==> config.mk <==
export PLATFORM = sky130hd
export DESIGN_NAME = avalon_block_reader_flat
export DESIGN_NICKNAME = d
export VERILOG_FILES = /design/src/rtl/avalon_reader_pkg.sv /design/src/rtl/avalon_block_reader_if.sv /design/src/rtl/avalon_reader_fifo.sv /design/src/rtl/avalon_block_reader.sv /design/src/flat_wrapper.sv
export SDC_FILE = /design/constraint.sdc
export NUM_CORES = 1
export LEC_CHECK = 0
export CAP_MARGIN = 20
export CORE_MARGIN = 3
export CORE_UTILIZATION = 48
export DETAILED_ROUTE_END_ITERATION = 8
export HOLD_SLACK_MARGIN = 0.1
export PLACE_DENSITY = 0.73
export SYNTH_ARGS = -nofsm -noshare
export SYNTH_HDL_FRONTEND = slang
export SYNTH_HIERARCHICAL = 1
export SYNTH_SLANG_ARGS = --single-unit
==> constraint.sdc <==
create_clock -name clk -period 3.45 [get_ports clk]
set_clock_uncertainty 0.05 [all_clocks]
set_input_delay 1.035 -clock clk [delete_from_list [all_inputs] [get_ports clk]]
set_output_delay 1.035 -clock clk [all_outputs]
set_load 0.005 [all_outputs]
==> src/rtl/avalon_reader_pkg.sv <==
// Shared types and default widths for the Avalon-MM block reader.
package avalon_reader_pkg;

  localparam int unsigned DEF_ADDR_W = 10;
  localparam int unsigned DEF_DATA_W = 32;

  typedef enum logic [1:0] {
    IDLE  = 2'd0,
    ISSUE = 2'd1,
    DRAIN = 2'd2
  } state_e;

endpackage

==> src/rtl/avalon_block_reader_if.sv <==
// Avalon-MM read-master signals plus the streaming output port of the block reader.
interface avalon_block_reader_if
  import avalon_reader_pkg::*;
#(
  parameter int unsigned ADDR_W = DEF_ADDR_W,
  parameter int unsigned DATA_W = DEF_DATA_W
);

  logic [ADDR_W-1:0]   avm_address;
  logic                avm_chipselect;
  logic                avm_read;
  logic [DATA_W/8-1:0] avm_byteenable;
  logic                avm_waitrequest;
  logic [DATA_W-1:0]   avm_readdata;
  logic [DATA_W-1:0]   out_data;
  logic                out_valid;
  logic                out_ready;

  modport master (
    output avm_address, avm_chipselect, avm_read, avm_byteenable,
    input  avm_waitrequest, avm_readdata,
    output out_data, out_valid,
    input  out_ready
  );

  modport slave (
    input  avm_address, avm_chipselect, avm_read, avm_byteenable,
    output avm_waitrequest, avm_readdata,
    input  out_data, out_valid,
    output out_ready
  );

endinterface

==> src/rtl/avalon_reader_fifo.sv <==
// Synchronous FIFO for the block reader; output word is read straight from the storage registers.
module avalon_reader_fifo #(
  parameter int unsigned DATA_W = 32,
  parameter int unsigned DEPTH  = 4
) (
  input  logic              clk,
  input  logic              reset_n,
  input  logic              push_i,
  input  logic [DATA_W-1:0] data_i,
  input  logic              pop_i,
  output logic [DATA_W-1:0] data_o,
  output logic              valid_o
);

  localparam int unsigned PTR_W = $clog2(DEPTH);
  localparam int unsigned CNT_W = PTR_W + 1;
  localparam logic [PTR_W-1:0] PTR_ONE  = PTR_W'(1);
  localparam logic [CNT_W-1:0] CNT_ONE  = CNT_W'(1);
  localparam logic [CNT_W-1:0] CNT_ZERO = CNT_W'(0);

  logic [DATA_W-1:0] mem_q [DEPTH];
  logic [PTR_W-1:0]  wr_ptr_q, wr_ptr_d;
  logic [PTR_W-1:0]  rd_ptr_q, rd_ptr_d;
  logic [CNT_W-1:0]  count_q, count_d;
  logic              do_pop_s;

  assign do_pop_s = pop_i && (count_q != CNT_ZERO);

  always_comb begin
    wr_ptr_d = wr_ptr_q;
    rd_ptr_d = rd_ptr_q;
    count_d  = count_q;
    if (push_i) begin
      wr_ptr_d = wr_ptr_q + PTR_ONE;
    end else begin
      wr_ptr_d = wr_ptr_q;
    end
    if (do_pop_s) begin
      rd_ptr_d = rd_ptr_q + PTR_ONE;
    end else begin
      rd_ptr_d = rd_ptr_q;
    end
    // Simultaneous push and pop leaves the occupancy unchanged.
    case ({push_i, do_pop_s})
      2'b10:   count_d = count_q + CNT_ONE;
      2'b01:   count_d = count_q - CNT_ONE;
      default: count_d = count_q;
    endcase
  end

  always_ff @(posedge clk or negedge reset_n) begin
    if (!reset_n) begin
      wr_ptr_q <= {PTR_W{1'b0}};
      rd_ptr_q <= {PTR_W{1'b0}};
      count_q  <= {CNT_W{1'b0}};
    end else begin
      wr_ptr_q <= wr_ptr_d;
      rd_ptr_q <= rd_ptr_d;
      count_q  <= count_d;
    end
  end

  always_ff @(posedge clk or negedge reset_n) begin
    if (!reset_n) begin
      for (int i = 0; i < int'(DEPTH); i++) begin
        mem_q[i] <= {DATA_W{1'b0}};
      end
    end else if (push_i) begin
      mem_q[wr_ptr_q] <= data_i;
    end
  end

  assign data_o  = mem_q[rd_ptr_q];
  assign valid_o = (count_q != CNT_ZERO);

endmodule

==> src/rtl/avalon_block_reader.sv <==
// Reads a block of words over Avalon-MM and streams them out in address order.
// Define AVALON_BLOCK_READER_CHECKSUM_EN to add the running output checksum port.
module avalon_block_reader
  import avalon_reader_pkg::*;
#(
  parameter int unsigned ADDR_W       = DEF_ADDR_W,
  parameter int unsigned DATA_W       = DEF_DATA_W,
  parameter int unsigned READ_LATENCY = 1,
  parameter int unsigned FIFO_DEPTH   = 4
) (
  input  logic              clk,
  input  logic              reset_n,
  input  logic              start,
  input  logic [ADDR_W-1:0] base_addr,
  input  logic [ADDR_W:0]   length,
  output logic              busy,
  output logic              done,
`ifdef AVALON_BLOCK_READER_CHECKSUM_EN
  output logic [DATA_W-1:0] checksum,
`endif
  avalon_block_reader_if.master bus
);

  localparam int unsigned LEN_W = ADDR_W + 1;
  localparam int unsigned CNT_W = $clog2(FIFO_DEPTH) + 1;
  localparam logic [CNT_W-1:0]  CNT_ONE   = CNT_W'(1);
  localparam logic [CNT_W-1:0]  CNT_ZERO  = CNT_W'(0);
  localparam logic [CNT_W-1:0]  CNT_DEPTH = CNT_W'(FIFO_DEPTH);
  localparam logic [LEN_W-1:0]  LEN_ONE   = LEN_W'(1);
  localparam logic [LEN_W-1:0]  LEN_ZERO  = LEN_W'(0);
  localparam logic [ADDR_W-1:0] ADDR_ONE  = ADDR_W'(1);

  state_e                  state_q, state_d;
  logic [ADDR_W-1:0]       addr_q, addr_d;
  logic [LEN_W-1:0]        remaining_q, remaining_d;
  // Words reserved against FIFO space: reads in flight plus words held in the FIFO.
  logic [CNT_W-1:0]        reserved_q, reserved_d;
  logic [READ_LATENCY-1:0] vld_q, vld_d;
  logic                    read_q, read_d;
  logic                    busy_q, busy_d;
  logic                    done_q, done_d;
  logic                    accept_s, pop_s, fifo_valid_s;
  logic [DATA_W-1:0]       fifo_data_s;

  assign accept_s = read_q & ~bus.avm_waitrequest;
  assign pop_s    = fifo_valid_s & bus.out_ready;

  always_comb begin
    state_d     = state_q;
    addr_d      = addr_q;
    remaining_d = remaining_q;
    reserved_d  = reserved_q;
    done_d      = 1'b0;
    vld_d       = vld_q << 1;
    vld_d[0]    = accept_s;
    case ({accept_s, pop_s})
      2'b10:   reserved_d = reserved_q + CNT_ONE;
      2'b01:   reserved_d = reserved_q - CNT_ONE;
      default: reserved_d = reserved_q;
    endcase
    if (accept_s) begin
      addr_d      = addr_q + ADDR_ONE;
      remaining_d = remaining_q - LEN_ONE;
    end else begin
      addr_d      = addr_q;
      remaining_d = remaining_q;
    end
    case (state_q)
      IDLE: begin
        if (start && (length != LEN_ZERO)) begin
          state_d     = ISSUE;
          addr_d      = base_addr;
          remaining_d = length;
        end else if (start) begin
          done_d = 1'b1;
        end else begin
          state_d = IDLE;
        end
      end
      ISSUE: begin
        if (accept_s && (remaining_q == LEN_ONE)) begin
          state_d = DRAIN;
        end else begin
          state_d = ISSUE;
        end
      end
      DRAIN: begin
        if (reserved_d == CNT_ZERO) begin
          state_d = IDLE;
          done_d  = 1'b1;
        end else begin
          state_d = DRAIN;
        end
      end
      default: state_d = IDLE;
    endcase
    // A stalled read keeps reserved constant or shrinking, so avm_read cannot drop under waitrequest.
    read_d = (state_d == ISSUE) && (reserved_d < CNT_DEPTH);
    busy_d = (state_d != IDLE);
  end

  always_ff @(posedge clk or negedge reset_n) begin
    if (!reset_n) begin
      state_q     <= IDLE;
      addr_q      <= {ADDR_W{1'b0}};
      remaining_q <= {LEN_W{1'b0}};
      reserved_q  <= {CNT_W{1'b0}};
      vld_q       <= {READ_LATENCY{1'b0}};
      read_q      <= 1'b0;
      busy_q      <= 1'b0;
      done_q      <= 1'b0;
    end else begin
      state_q     <= state_d;
      addr_q      <= addr_d;
      remaining_q <= remaining_d;
      reserved_q  <= reserved_d;
      vld_q       <= vld_d;
      read_q      <= read_d;
      busy_q      <= busy_d;
      done_q      <= done_d;
    end
  end

  avalon_reader_fifo #(
    .DATA_W (DATA_W),
    .DEPTH  (FIFO_DEPTH)
  ) u_fifo (
    .clk     (clk),
    .reset_n (reset_n),
    .push_i  (vld_q[READ_LATENCY-1]),
    .data_i  (bus.avm_readdata),
    .pop_i   (pop_s),
    .data_o  (fifo_data_s),
    .valid_o (fifo_valid_s)
  );

`ifdef AVALON_BLOCK_READER_CHECKSUM_EN
  logic [DATA_W-1:0] sum_q, sum_d;

  always_comb begin
    sum_d = sum_q;
    if ((state_q == IDLE) && start) begin
      sum_d = {DATA_W{1'b0}};
    end else if (pop_s) begin
      sum_d = sum_q + fifo_data_s;
    end else begin
      sum_d = sum_q;
    end
  end

  always_ff @(posedge clk or negedge reset_n) begin
    if (!reset_n) begin
      sum_q <= {DATA_W{1'b0}};
    end else begin
      sum_q <= sum_d;
    end
  end

  assign checksum = sum_q;
`endif

  assign busy               = busy_q;
  assign done               = done_q;
  assign bus.avm_address    = addr_q;
  assign bus.avm_read       = read_q;
  assign bus.avm_chipselect = read_q;
  assign bus.avm_byteenable = {(DATA_W/8){1'b1}};
  assign bus.out_data       = fifo_data_s;
  assign bus.out_valid      = fifo_valid_s;

endmodule

==> src/flat_wrapper.sv <==
// flat-port wrapper written by rule: the top's interface ports become plain ports
module avalon_block_reader_flat import avalon_reader_pkg::*;
#(
  parameter int unsigned ADDR_W       = DEF_ADDR_W,
  parameter int unsigned DATA_W       = DEF_DATA_W,
  parameter int unsigned READ_LATENCY = 1,
  parameter int unsigned FIFO_DEPTH   = 4
)
  (clk, reset_n, start, base_addr, length, busy, done, bus_avm_address, bus_avm_chipselect, bus_avm_read, bus_avm_byteenable, bus_avm_waitrequest, bus_avm_readdata, bus_out_data, bus_out_valid, bus_out_ready);
  avalon_block_reader_if #(.ADDR_W(ADDR_W), .DATA_W(DATA_W)) bus_i ();
  input  logic clk;
  input  logic reset_n;
  input  logic start;
  input  logic [ADDR_W-1:0] base_addr;
  input  logic [ADDR_W:0] length;
  output logic busy;
  output logic done;
  output wire logic [$bits(bus_i.avm_address)-1:0] bus_avm_address;
  output wire logic [$bits(bus_i.avm_chipselect)-1:0] bus_avm_chipselect;
  output wire logic [$bits(bus_i.avm_read)-1:0] bus_avm_read;
  output wire logic [$bits(bus_i.avm_byteenable)-1:0] bus_avm_byteenable;
  input wire logic [$bits(bus_i.avm_waitrequest)-1:0] bus_avm_waitrequest;
  input wire logic [$bits(bus_i.avm_readdata)-1:0] bus_avm_readdata;
  output wire logic [$bits(bus_i.out_data)-1:0] bus_out_data;
  output wire logic [$bits(bus_i.out_valid)-1:0] bus_out_valid;
  input wire logic [$bits(bus_i.out_ready)-1:0] bus_out_ready;
  assign bus_avm_address = bus_i.avm_address;
  assign bus_avm_chipselect = bus_i.avm_chipselect;
  assign bus_avm_read = bus_i.avm_read;
  assign bus_avm_byteenable = bus_i.avm_byteenable;
  assign bus_i.avm_waitrequest = bus_avm_waitrequest;
  assign bus_i.avm_readdata = bus_avm_readdata;
  assign bus_out_data = bus_i.out_data;
  assign bus_out_valid = bus_i.out_valid;
  assign bus_i.out_ready = bus_out_ready;
  avalon_block_reader #(.ADDR_W(ADDR_W), .DATA_W(DATA_W), .READ_LATENCY(READ_LATENCY), .FIFO_DEPTH(FIFO_DEPTH)) u_core (.clk(clk), .reset_n(reset_n), .start(start), .base_addr(base_addr), .length(length), .busy(busy), .done(done), .bus(bus_i));
endmodule
Yosys cells after proc, flatten, opt, wreduce, memory -nomap -nowiden
Cells that the tools add are included.
{ "op_classes": {"addsub": 8, "mul": 0, "div_mod_pow": 0, "order_cmp": 4, "eq_ne": 8, "shifts": 0, "muxes": 23, "bitwise": 5, "reduce_logical": 11} }
{ "op_table": {"columns": ["op", "n"], "rows": [
  ["128-bit bitwise mux", 1],
  ["32-bit two-way mux", 3],
  ["32-bit binary-select mux with 2-bit select", 1],
  ["32-bit demux with 2-bit select", 1],
  ["11-bit two-way mux", 3],
  ["10-bit two-way mux", 3],
  ["3-bit case mux with 2 select lines", 2],
  ["11-bit by 1-bit == test with 1-bit output (second input constant)", 1],
  ["11-bit nonzero test", 1],
  ["11-bit by 1-bit subtractor with 11-bit output (second input constant)", 1],
  ["10-bit by 1-bit adder with 10-bit output (second input constant)", 1],
  ["2-bit by 1-bit == test with 1-bit output (second input constant)", 4],
  ["2-bit two-way mux", 4],
  ["3-bit by 1-bit adder with 3-bit output (second input constant)", 2],
  ["2-bit == test (second input constant)", 3],
  ["3-bit greater-or-equal comparator (second input constant)", 2],
  ["2-bit inverter with 3-bit output", 2],
  ["2-bit case mux with 3 select lines", 1],
  ["3-bit by 1-bit subtractor with 3-bit output (second input constant)", 2],
  ["1-bit logical AND", 5],
  ["2-bit by 1-bit adder with 2-bit output (second input constant)", 2],
  ["2-bit nonzero test", 2],
  ["3-bit zero test", 1],
  ["3-bit by 1-bit < comparator with 1-bit output (second input constant)", 1],
  ["7 further kinds", 10]
]} }
{ "totals": {"regBits": 165, "latch_bits": 0, "mem_bits_rw": 0, "rom_bits": 0, "input_bits": 58, "output_inout_bits": 51, "memories": 0} }

Depth between registers and ports, before layout
Gate-level depths: netlist of the first run.
{ "logic_depth": {"word_depth": 9, "ltp_mapped": 9, "ltp_nobuf": 9} }

Hierarchy
Netlist of the first run, hierarchy kept.
{ "by_module_without_submodules": {"columns": ["mod", "instances", "cells_each", "area_per_inst_um2", "seq_area_each_um2"], "rows": [
  ["avalon_reader_fifo", 1, 345, 6032.0, 3378.2],
  ["avalon_block_reader", 1, 148, 1808.0, 750.7]
]} }

Least setup slack after synthesis of the first run
No wires, ideal clock.
{ "synth_timing": {"kind": "input to register", "from": "in bus_avm_waitrequest", "to": "reg u_core.state_q[1]", "setup_time_ps": 83, "arrival_ps": 2756, "required_time_ps": 3317, "setup_slack_ps": 561, "path_stages": 8, "cell_sequence": "nand2b_1 -> buf_4 -> ha_1 -> fa_1 -> xnor2_1 -> or3_1 -> a311o_1 -> o21ai_0"} }
{ "synth_via": {"elab_chain_cells": 7} }
{ "synth_lines": {"columns": ["item", "line_no", "text"], "rows": [
  ["from (decl)", "flat_wrapper.sv:22", "input wire logic [$bits(bus_i.avm_waitrequest)-1:0] bus_avm_waitrequest;"],
  ["1-bit inverter (*)", "avalon_block_reader.sv:45", "assign accept_s = read_q & ~bus.avm_waitrequest;"],
  ["1-bit bitwise AND (*)", "avalon_block_reader.sv:45", null],
  ["2-bit by 1-bit == test with 1-bit output / 2-bit == test (equally long branches)", "avalon_block_reader.sv:56", "case ({accept_s, pop_s})"],
  ["3-bit case mux with 2 select lines", "avalon_block_reader.sv:56", null],
  ["3-bit zero test", "avalon_block_reader.sv:88", "if (reserved_d == CNT_ZERO) begin"],
  ["2-bit two-way mux", "avalon_block_reader.sv:88", null],
  ["2-bit case mux with 3 select lines (*)", "avalon_block_reader.sv:68", "case (state_q)"],
  ["named net u_core.state_d[1]", "avalon_block_reader.sv:33", "state_e state_q, state_d;"],
  ["to (signal assigned)", "avalon_block_reader.sv:113", "state_q <= state_d;"],
  ["to (decl)", "avalon_block_reader.sv:33", null]
]} }
The timed path passes the listed nets; every way through them passes the cells marked *.
A chain may end at the register's enable or synchronous reset.

Worst setup path in the final report of the first run
{ "layout_timing": {"from": "reg u_core.u_fifo.rd_ptr_q[0]", "to": "out bus_out_data[19]"} }
{ "layout_via": {"elab_chain_cells": 4} }
{ "layout_lines": {"columns": ["item", "line_no", "text"], "rows": [
  ["from (decl)", "avalon_reader_fifo.sv:23", "logic [PTR_W-1:0] rd_ptr_q, rd_ptr_d;"],
  ["from (signal assigned)", "avalon_reader_fifo.sv:54", "rd_ptr_q <= {PTR_W{1'b0}};"],
  ["from (signal assigned)", "avalon_reader_fifo.sv:58", "rd_ptr_q <= rd_ptr_d;"],
  ["2-bit inverter with 3-bit output (implied by the code)", "avalon_reader_fifo.sv:73", "assign data_o = mem_q[rd_ptr_q];"],
  ["32-bit binary-select mux with 2-bit select", "avalon_reader_fifo.sv:73", null],
  ["32-bit two-way mux (implied by the code) (2 in series)", "avalon_reader_fifo.sv:73", null],
  ["to (decl)", "flat_wrapper.sv:24", "output wire logic [$bits(bus_i.out_data)-1:0] bus_out_data;"]
]} }
No other way between the ends. The select of a mux whose other input is x is not followed.

==> impl_results.md, run 1 <==
* Status: completed
* Worst min path class: flop to flop
* Vias at between 4k and 5k
* CTS root buf: clkbuf_16
* Antenna violations before repair at 0
* Hold_sp: u_core/u_fifo/mem_q[117]$_DFFE_PN0P_
* Vias in the first global route at 5010
* Clock Power Share at 0.209
* Fill count at 1223
* Initial core utilization at 0.4918
* CP max-delay cell: mux4_1
* Average routed wire per standard cell at 18.58 um
* Mean Syn Cell Area at roughly 16 um2
* Fin nets at around 670
* TritonCTS clock tree: done
* Met1 Usage GRT at 0.2298
* VDD IR-drop max at 0.4459 mV
* Largest net degree at the start of global routing at between 80 and 90
* Critical path arrival at 2.17 ns
* CP Launch Point: u_core/u_fifo/rd_ptr_q[0]$_DFFE_PN0P_
* Post-synthesis sequential area ratio at 0.5267
* TritonCTS buffer count at 17
* Crit-path max FO at 19
* Placer Congestion at approximately 0.77
* Final worst path period need at 3.257 ns
* Post-synth top flop: dfrtp_1
* Fraction of layout cells with a size suffix above 1 at 0.3682
* Worst-Margin Slew at 0.6322 ns
* Cell area after synthesis at 0.007840 mm2
* CP endpoint kind: output port
* Psw at 0.002754 W
* CTS H-Tree Depth at 4
* Num rows at between 40 and 50
* Top cell type's share of synthesized area at 0.5267
* PD cells at 1001 mW/mm2
* Final TNS setup at 0 ns
* Area grow syn2layout at 22.18%
* Critical path launch point type: flop
* Inserted Diodes at 0
* Total routed wirelength at 15360 um
* Internal power at 0.006834 W
* Synth cell types at 46
* Routed Antenna Nets at 0
* Area contributors post-synth: dfrtp_1, mux2_2, mux4_2
* Fin worst setup slack at 0.1931 ns
* Tcrit/Tclk final at 0.9440
* DRC Markers at 0
* Combinational share of power at 0.421
* Core ar. at 0.01594 mm2
* Worst-skew pair later-pin latency at 0.42 ns
* GR Overflow Total at 0
* Number of synthesis warnings at 6
* Final Hold Viols at 0
* Cells along the critical path: buf_12, mux4_1, clkdlybuf4s50_1
* Full die area at 0.01790 mm2
* GR Util met3 at 0.04164
* Register bit count reported by yosys at 165
* Detailed placement HPWL at 9794 um
* Rel. slew slack at 0.5785
* Max Clock Freq at 307.0 MHz
* Die height at 133.8 um
* I/O pins at 109
* Router iterations before antenna repair at 4
* Die Width at 133.8 um
* Leak pwr at 4.026 nW
* Slowest cell delay on critical path at 0.61 ns
* Cell taking the most area after synthesis: dfrtp_1
* M2 GR Usage at 0.3102
* Kind of critical path: flop to output port
* Post-Synthesis Cells at 493
* Clock-pin slew on the worst setup and hold paths at 0.06 ns
* Vias per Instance at about 5.4
* Clock Tree Buf Depth at 2
* Layout Utilization at 0.6008
* Worst R2R Start: u_core/u_fifo/count_q[0]$_DFFE_PN0P_
* FFs w/ async S/R, synth at 1.000
* Part of the power in registers at 0.370
* Grt peak-use layer: met2
* Sequential cell area at 0.004131 mm2
* RSZ-0062 raised after global routing: false
* Sw frac at 0.2873
* Starting DRT DRC Count at 210
* CTS sink count at 165
* Post-synth EDFFs at 0
* Max-slew violations at 0
* Total track usage at 0.1809
* First-pass GRT wire length at 25410 um
* # Max-Cap Violations at 0
* Setup violators final at 0
* Port-buffer cells at ~100
* Pre-CTS WS at between 0.1 and 0.15 ns
* Worst path required time at 2.36 ns
* Area of the multi-input gates at 0.003351 mm2
==> path summary, 6_finish.rpt <==
path / endpoint / slack [ns] / cells past startpoint
max: bus_out_data[19] / 0.19 / 3
min in group asynchronous: u_core/u_fifo/mem_q[88]$_DFFE_PN0P_ / 0.56 / 1
max reg2reg: u_core/state_q[1]$_DFF_PN0_ / 0.73 / 8
min: u_core/u_fifo/mem_q[117]$_DFFE_PN0P_ / 0.44 / 1
min reg2reg: u_core/u_fifo/mem_q[117]$_DFFE_PN0P_ / 0.44 / 1
max in group asynchronous: u_core/u_fifo/mem_q[4]$_DFFE_PN0P_ / 1.93 / 2
==> area by class of cell <==
cell class	instances	area share
sequential	165	0.4313
clock buffer	20	0.04768
tap	216	0.02821
timing repair buffer	114	0.1206
multi-input combinational	290	0.3498
clock inverter	12	0.01855
inverter	10	0.003918
==> what timing repair did <==
| item | CTS | global route |
|---|---|---|
| resized for setup | 0 | 0 |
| setup buffers | 0 | 3 |
| hold endpoints to repair | 0 | 0 |
| setup endpoints to repair | 0 | 4 |
| hold buffers | 0 | 0 |
==> per-layer routing <==
layer	share of wire	vias to the layer above
li1	-	2005
met1	0.44	2306
met2	0.51	107
met3	0.042	16
met4	0.013	0
met5	0	-
==> critical path: cells and delay by family, from the launching register on <==
kind     cells  cell delay, ns
buf+inv      2            0.69
mux          1            0.61
flops        1            0.44
==> power by group through the flow <==
stage	combinational, W	sequential (W)	clock [W]
floorplan	0.00275	0.00335	0
global placement	0.00391	0.00349	0
detailed placement	0.00403	0.00359	0
CTS	0.00406	0.00357	0.00205
global route	0.00437	0.00367	0.00213
finish	0.00403	0.00355	0.00200
==> metrics by stage <==
stage | power (W) | cells | instance area [um2] | hold WS (ns)
detailed placement | 0.007621 | 792 | 8922 | 0.4258
global placement | 0.007401 | 792 | 8922 | 0.4164
finish | 0.009588 | 827 | 9579 | 0.4387
floorplan | 0.006092 | 496 | 7851 | 0.4060
global route | 0.01016 | 827 | 9579 | 0.4560
CTS | 0.009682 | 824 | 9557 | 0.4396
==> sequential cells by signal, summed over array words and instances (netlist names) <==
| register | cells |
|---|---|
| u_core/u_fifo/rd_ptr_q | 2 |
| u_core/remaining_q | 11 |
| u_core/bus.avm_chipselect | 1 |
| u_core/reserved_q | 3 |
| u_core/done | 1 |
| u_core/u_fifo/count_q | 3 |
| u_core/u_fifo/mem_q | 128 |
| u_core/state_q | 2 |
| u_core/busy | 1 |
| u_core/u_fifo/wr_ptr_q | 2 |
| u_core/vld_q | 1 |
| u_core/bus.avm_address | 10 |
==> cells in the final DEF (no fill, tap or decap), drive strengths merged, types with 6 or more instances in the layout <==
cell type and count:
buf 11, clkbuf 20, clkdlybuf4s50 103, clkinv 7, dfrtp 165, ha 9, inv 10, mux2 150
mux4 32, nand2 17, nand3 10, nand4 6, xnor2 23
==> Yosys cell counts (5+ instances only) <==
cell     count
buf_12       5
buf_4        7
buf_6       14
dfrtp_1    165
ha_1         9
inv_1        9
mux2_1       9
mux2_2     124
mux2_4      17
mux4_2      28
nand2_1     12
nand2_4      5
nand3_1      9
nand4_1      6
xnor2_1     23
==> cells by family after synthesis <==
logic type / Yosys count / share of synthesized area
AO/OA/AOI/OAI: 8 / 0.006543
XOR/XNOR: 27 / 0.03016
adder cells (fa/ha/maj): 11 / 0.01947
buffers and inverters: 41 / 0.04740
flip-flops: 165 / 0.5267
multiplexers: 183 / 0.3187
other: 1 / 0.0004783
AND/OR/NAND/NOR: 57 / 0.05059
(Power assumes the default switching activity.)
==> inputs of run 2 (changes only) <==
ABC_CLOCK_PERIOD_IN_PS = 3950   (was unset)
clock period = 3.95 ns   (was 3.45 ns; I/O delays follow)
==> run 2 against run 1 <==
Against the previous run:
- non-clock buffer count fell by 5
- utilization down 0.42 points
- sequential power fell by 12%
- hold slack improved by 0.0065 ns
- clock power shrank 15%
- wire length is 2.1% lower
- die area did not move
- flip-flop and latch count unchanged
- sequential share of layout area is 0.31 points higher
- critical endpoint is now bus_out_data[28]
- largest cell class unchanged
==> impl_results.md, run 2 (synthesis results as in run 1) <==
* CP endpoint kind: output port (unchanged)
* R2r setup slk at 1.33 ns (was 0.73 ns)
* Vias at 4364 (was 4434)
* Placed cell areas at 0.008895 mm2 (was 0.008922 mm2)
* Worst-skew pair later-pin latency at 0.42 ns (about the same)
* Worst Path Buf+Inv at 2 (unchanged)
* CTS H-Tree Depth at 4 (unchanged)
* Port-buffer cells at 104 (unchanged)
* CTS Hold Buffers Added at 0 (unchanged)
* Final worst path period need at 3.575 ns
* I/O pins at 109 (unchanged)
* Initial core utilization at 0.4918 (unchanged)
* Clock Tree Buf Depth at 2 (unchanged)
* Rel. slew slack at 0.5867 (was 0.5785)
* Critical path arrival at 2.34 ns (was 2.17 ns)
* Setup violators final at 0 (unchanged)
* Total routed wirelength at 15050 um (was 15360 um)
* Die Width at 133.8 um (unchanged)
* TritonCTS clock tree: done (unchanged)
* CP endpoint: bus_out_data[28] (was bus_out_data[19])
* Clock-pin slew on the worst setup and hold paths at 0.06 ns (about the same)
* Total track usage at 0.1779 (was 0.1809)
* Vias per Instance at 5.309 (was 5.362)
* CTS sink count at 165 (unchanged)
* Tcrit/Tclk final at 0.9051
* PD cells at 867.4 mW/mm2 (was 1001 mW/mm2)
* Total Power at 0.008251 W (was 0.009588 W)
* Largest net degree at the start of global routing at 86 (was 81)
* Max Clock Freq at 279.7 MHz
* DP Cell Count at 790 (was 792)
* Most frequent cells in the layout: dfrtp_1, mux2_2, clkdlybuf4s50_1, mux4_2, xnor2_1 (unchanged)
* RSZ-0062 raised after global routing: false (unchanged)
* Worst min path class: flop to flop (unchanged)
* TritonCTS buffer count at 17 (unchanged)
* Num rows at 46 (unchanged)
* Worst R2R Start: u_core/u_fifo/count_q[0]$_DFFE_PN0P_ (unchanged)
* Antenna violations before repair at 0 (unchanged)
* Leak pwr at 3.976 nW (was 4.026 nW)
* CP max-delay cell: dfrtp_2 (was mux4_1)
* Post-CTS resize count at 0 (unchanged)
* Reg with most FFs: u_core/u_fifo/mem_q (unchanged)
* Routed Antenna Nets at 0 (unchanged)
* Max-slew violations at 0 (unchanged)
* Layout Cells excl Fill at 822 (was 827)
* Core ar. at 0.01594 mm2 (unchanged)
* Final Hold Viols at 0 (unchanged)
* Inserted Diodes at 0 (unchanged)
* Fin nets at 662 (was 667)
* GR Overflow Total at 0 (unchanged)
* Crit-path max FO at 21 (was 19)
* Max reg flops at 128 (unchanged)
* DRC Markers at 0 (unchanged)
* Area grow syn2layout at 21.32% (was 22.18%)
* Reg-to-reg endpoint: u_core/busy$_DFF_PN0_ (was u_core/state_q[1]$_DFF_PN0_)
* Cells along the critical path: buf_4, mux4_2, clkdlybuf4s50_1 (was buf_12, mux4_1, clkdlybuf4s50_1)
* Vias in the first global route at 4877 (was 5010)
* Critical path launch point type: flop (unchanged)
* Delay-heaviest family, CP: buffers and inverters (unchanged)
* Router iterations before antenna repair at 5 (was 4)
* First-pass GRT wire length at 24930 um (was 25410 um)
* Detailed placement HPWL at 9923 um (was 9794 um)
* Starting DRT DRC Count at 204 (was 210)
* VDD IR-drop max at 0.3974 mV (was 0.4459 mV)
* Worst Hold Path Cells at 1 (unchanged)
* Fraction of layout cells with a size suffix above 1 at 0.3647 (was 0.3682)
* Commonest non-fill, non-tap cell in the layout: dfrtp_1 (unchanged)
* Worst path depth at 3 (unchanged)
* CTS root buf: clkbuf_16 (unchanged)
* Average routed wire per standard cell at 18.30 um (was 18.58 um)
* Placer Congestion at 0.7622 (was 0.7684)
* Final Cell Area at 0.009512 mm2 (was 0.009579 mm2)
* Slowest cell delay on critical path at 0.77 ns (was 0.61 ns)
* Worst path required time at 2.71 ns (was 2.36 ns)
* Kind of critical path: flop to output port (unchanged)
* # Max-Cap Violations at 0 (unchanged)
* Status: completed (unchanged)
* Worst-Margin Slew at 0.6200 ns (was 0.6322 ns)
* Die height at 133.8 um (unchanged)
* R2R depth at 8 (unchanged)
* # Post-CTS Setup Buffers at 0 (unchanged)
* Final TNS setup at 0 ns (unchanged)
* CP Launch Point: u_core/u_fifo/rd_ptr_q[1]$_DFFE_PN0P_ (was u_core/u_fifo/rd_ptr_q[0]$_DFFE_PN0P_)
* Full die area at 0.01790 mm2 (unchanged)
## run 2: worst min-delay path by stage
| stage | endpoint | startpoint | slack, ns |
|---|---|---|---|
| final | u_core/u_fifo/mem_q[118]$_DFFE_PN0P_ | u_core/u_fifo/mem_q[118]$_DFFE_PN0P_ | 0.45 |
| after global routing | u_core/u_fifo/mem_q[7]$_DFFE_PN0P_ | u_core/u_fifo/mem_q[7]$_DFFE_PN0P_ | 0.46 |
| after floorplan | u_core/u_fifo/count_q[2]$_DFFE_PN0P_ | u_core/u_fifo/count_q[2]$_DFFE_PN0P_ | 0.41 |
| after detailed placement | u_core/u_fifo/mem_q[118]$_DFFE_PN0P_ | u_core/u_fifo/mem_q[118]$_DFFE_PN0P_ | 0.44 |
| after global placement | u_core/u_fifo/mem_q[115]$_DFFE_PN0P_ | u_core/u_fifo/mem_q[115]$_DFFE_PN0P_ | 0.42 |
| after CTS | u_core/u_fifo/mem_q[115]$_DFFE_PN0P_ | u_core/u_fifo/mem_q[115]$_DFFE_PN0P_ | 0.45 |
## run 2: per-stage QoR
stage	util	setup WS, ns	hold WS, ns
after global routing	0.5966	0.2810	0.4634
after detailed placement	0.5579	0.3221	0.4353
final	0.5966	0.3749	0.4452
after floorplan	-	0.9112	0.4060
after CTS	0.5966	0.3507	0.4469
after global placement	0.5579	0.3641	0.4162
## run 2: routing by layer
layer  vias up  global-route usage  share of wire
li1       1998                   -              -
met1      2259              0.2299           0.44
met2        90              0.2934           0.50
met3        17             0.04314          0.042
met4         0             0.06743          0.016
met5         -                   0              0
## run 2: where the power goes
| group | internal (W) | switching (W) | leakage, nW |
|---|---|---|---|
| Clock | 0.00102 | 0.000677 | 0.289 |
| Sequential | 0.00256 | 0.000587 | 1.93 |
| Combinational | 0.00228 | 0.00113 | 1.76 |
| Total | 0.00585 | 0.00240 | 3.98 |
## run 2: area by class of cell
cell class	instances	area (um2)
Fill cell	1229	6431
Tap cell	216	270.3
Clock inverter	14	177.7
Multi-Input combinational cell	290	3351
Timing Repair Buffer	109	1105
Sequential cell	165	4131
Clock buffer	18	439.2
Inverter	10	37.54
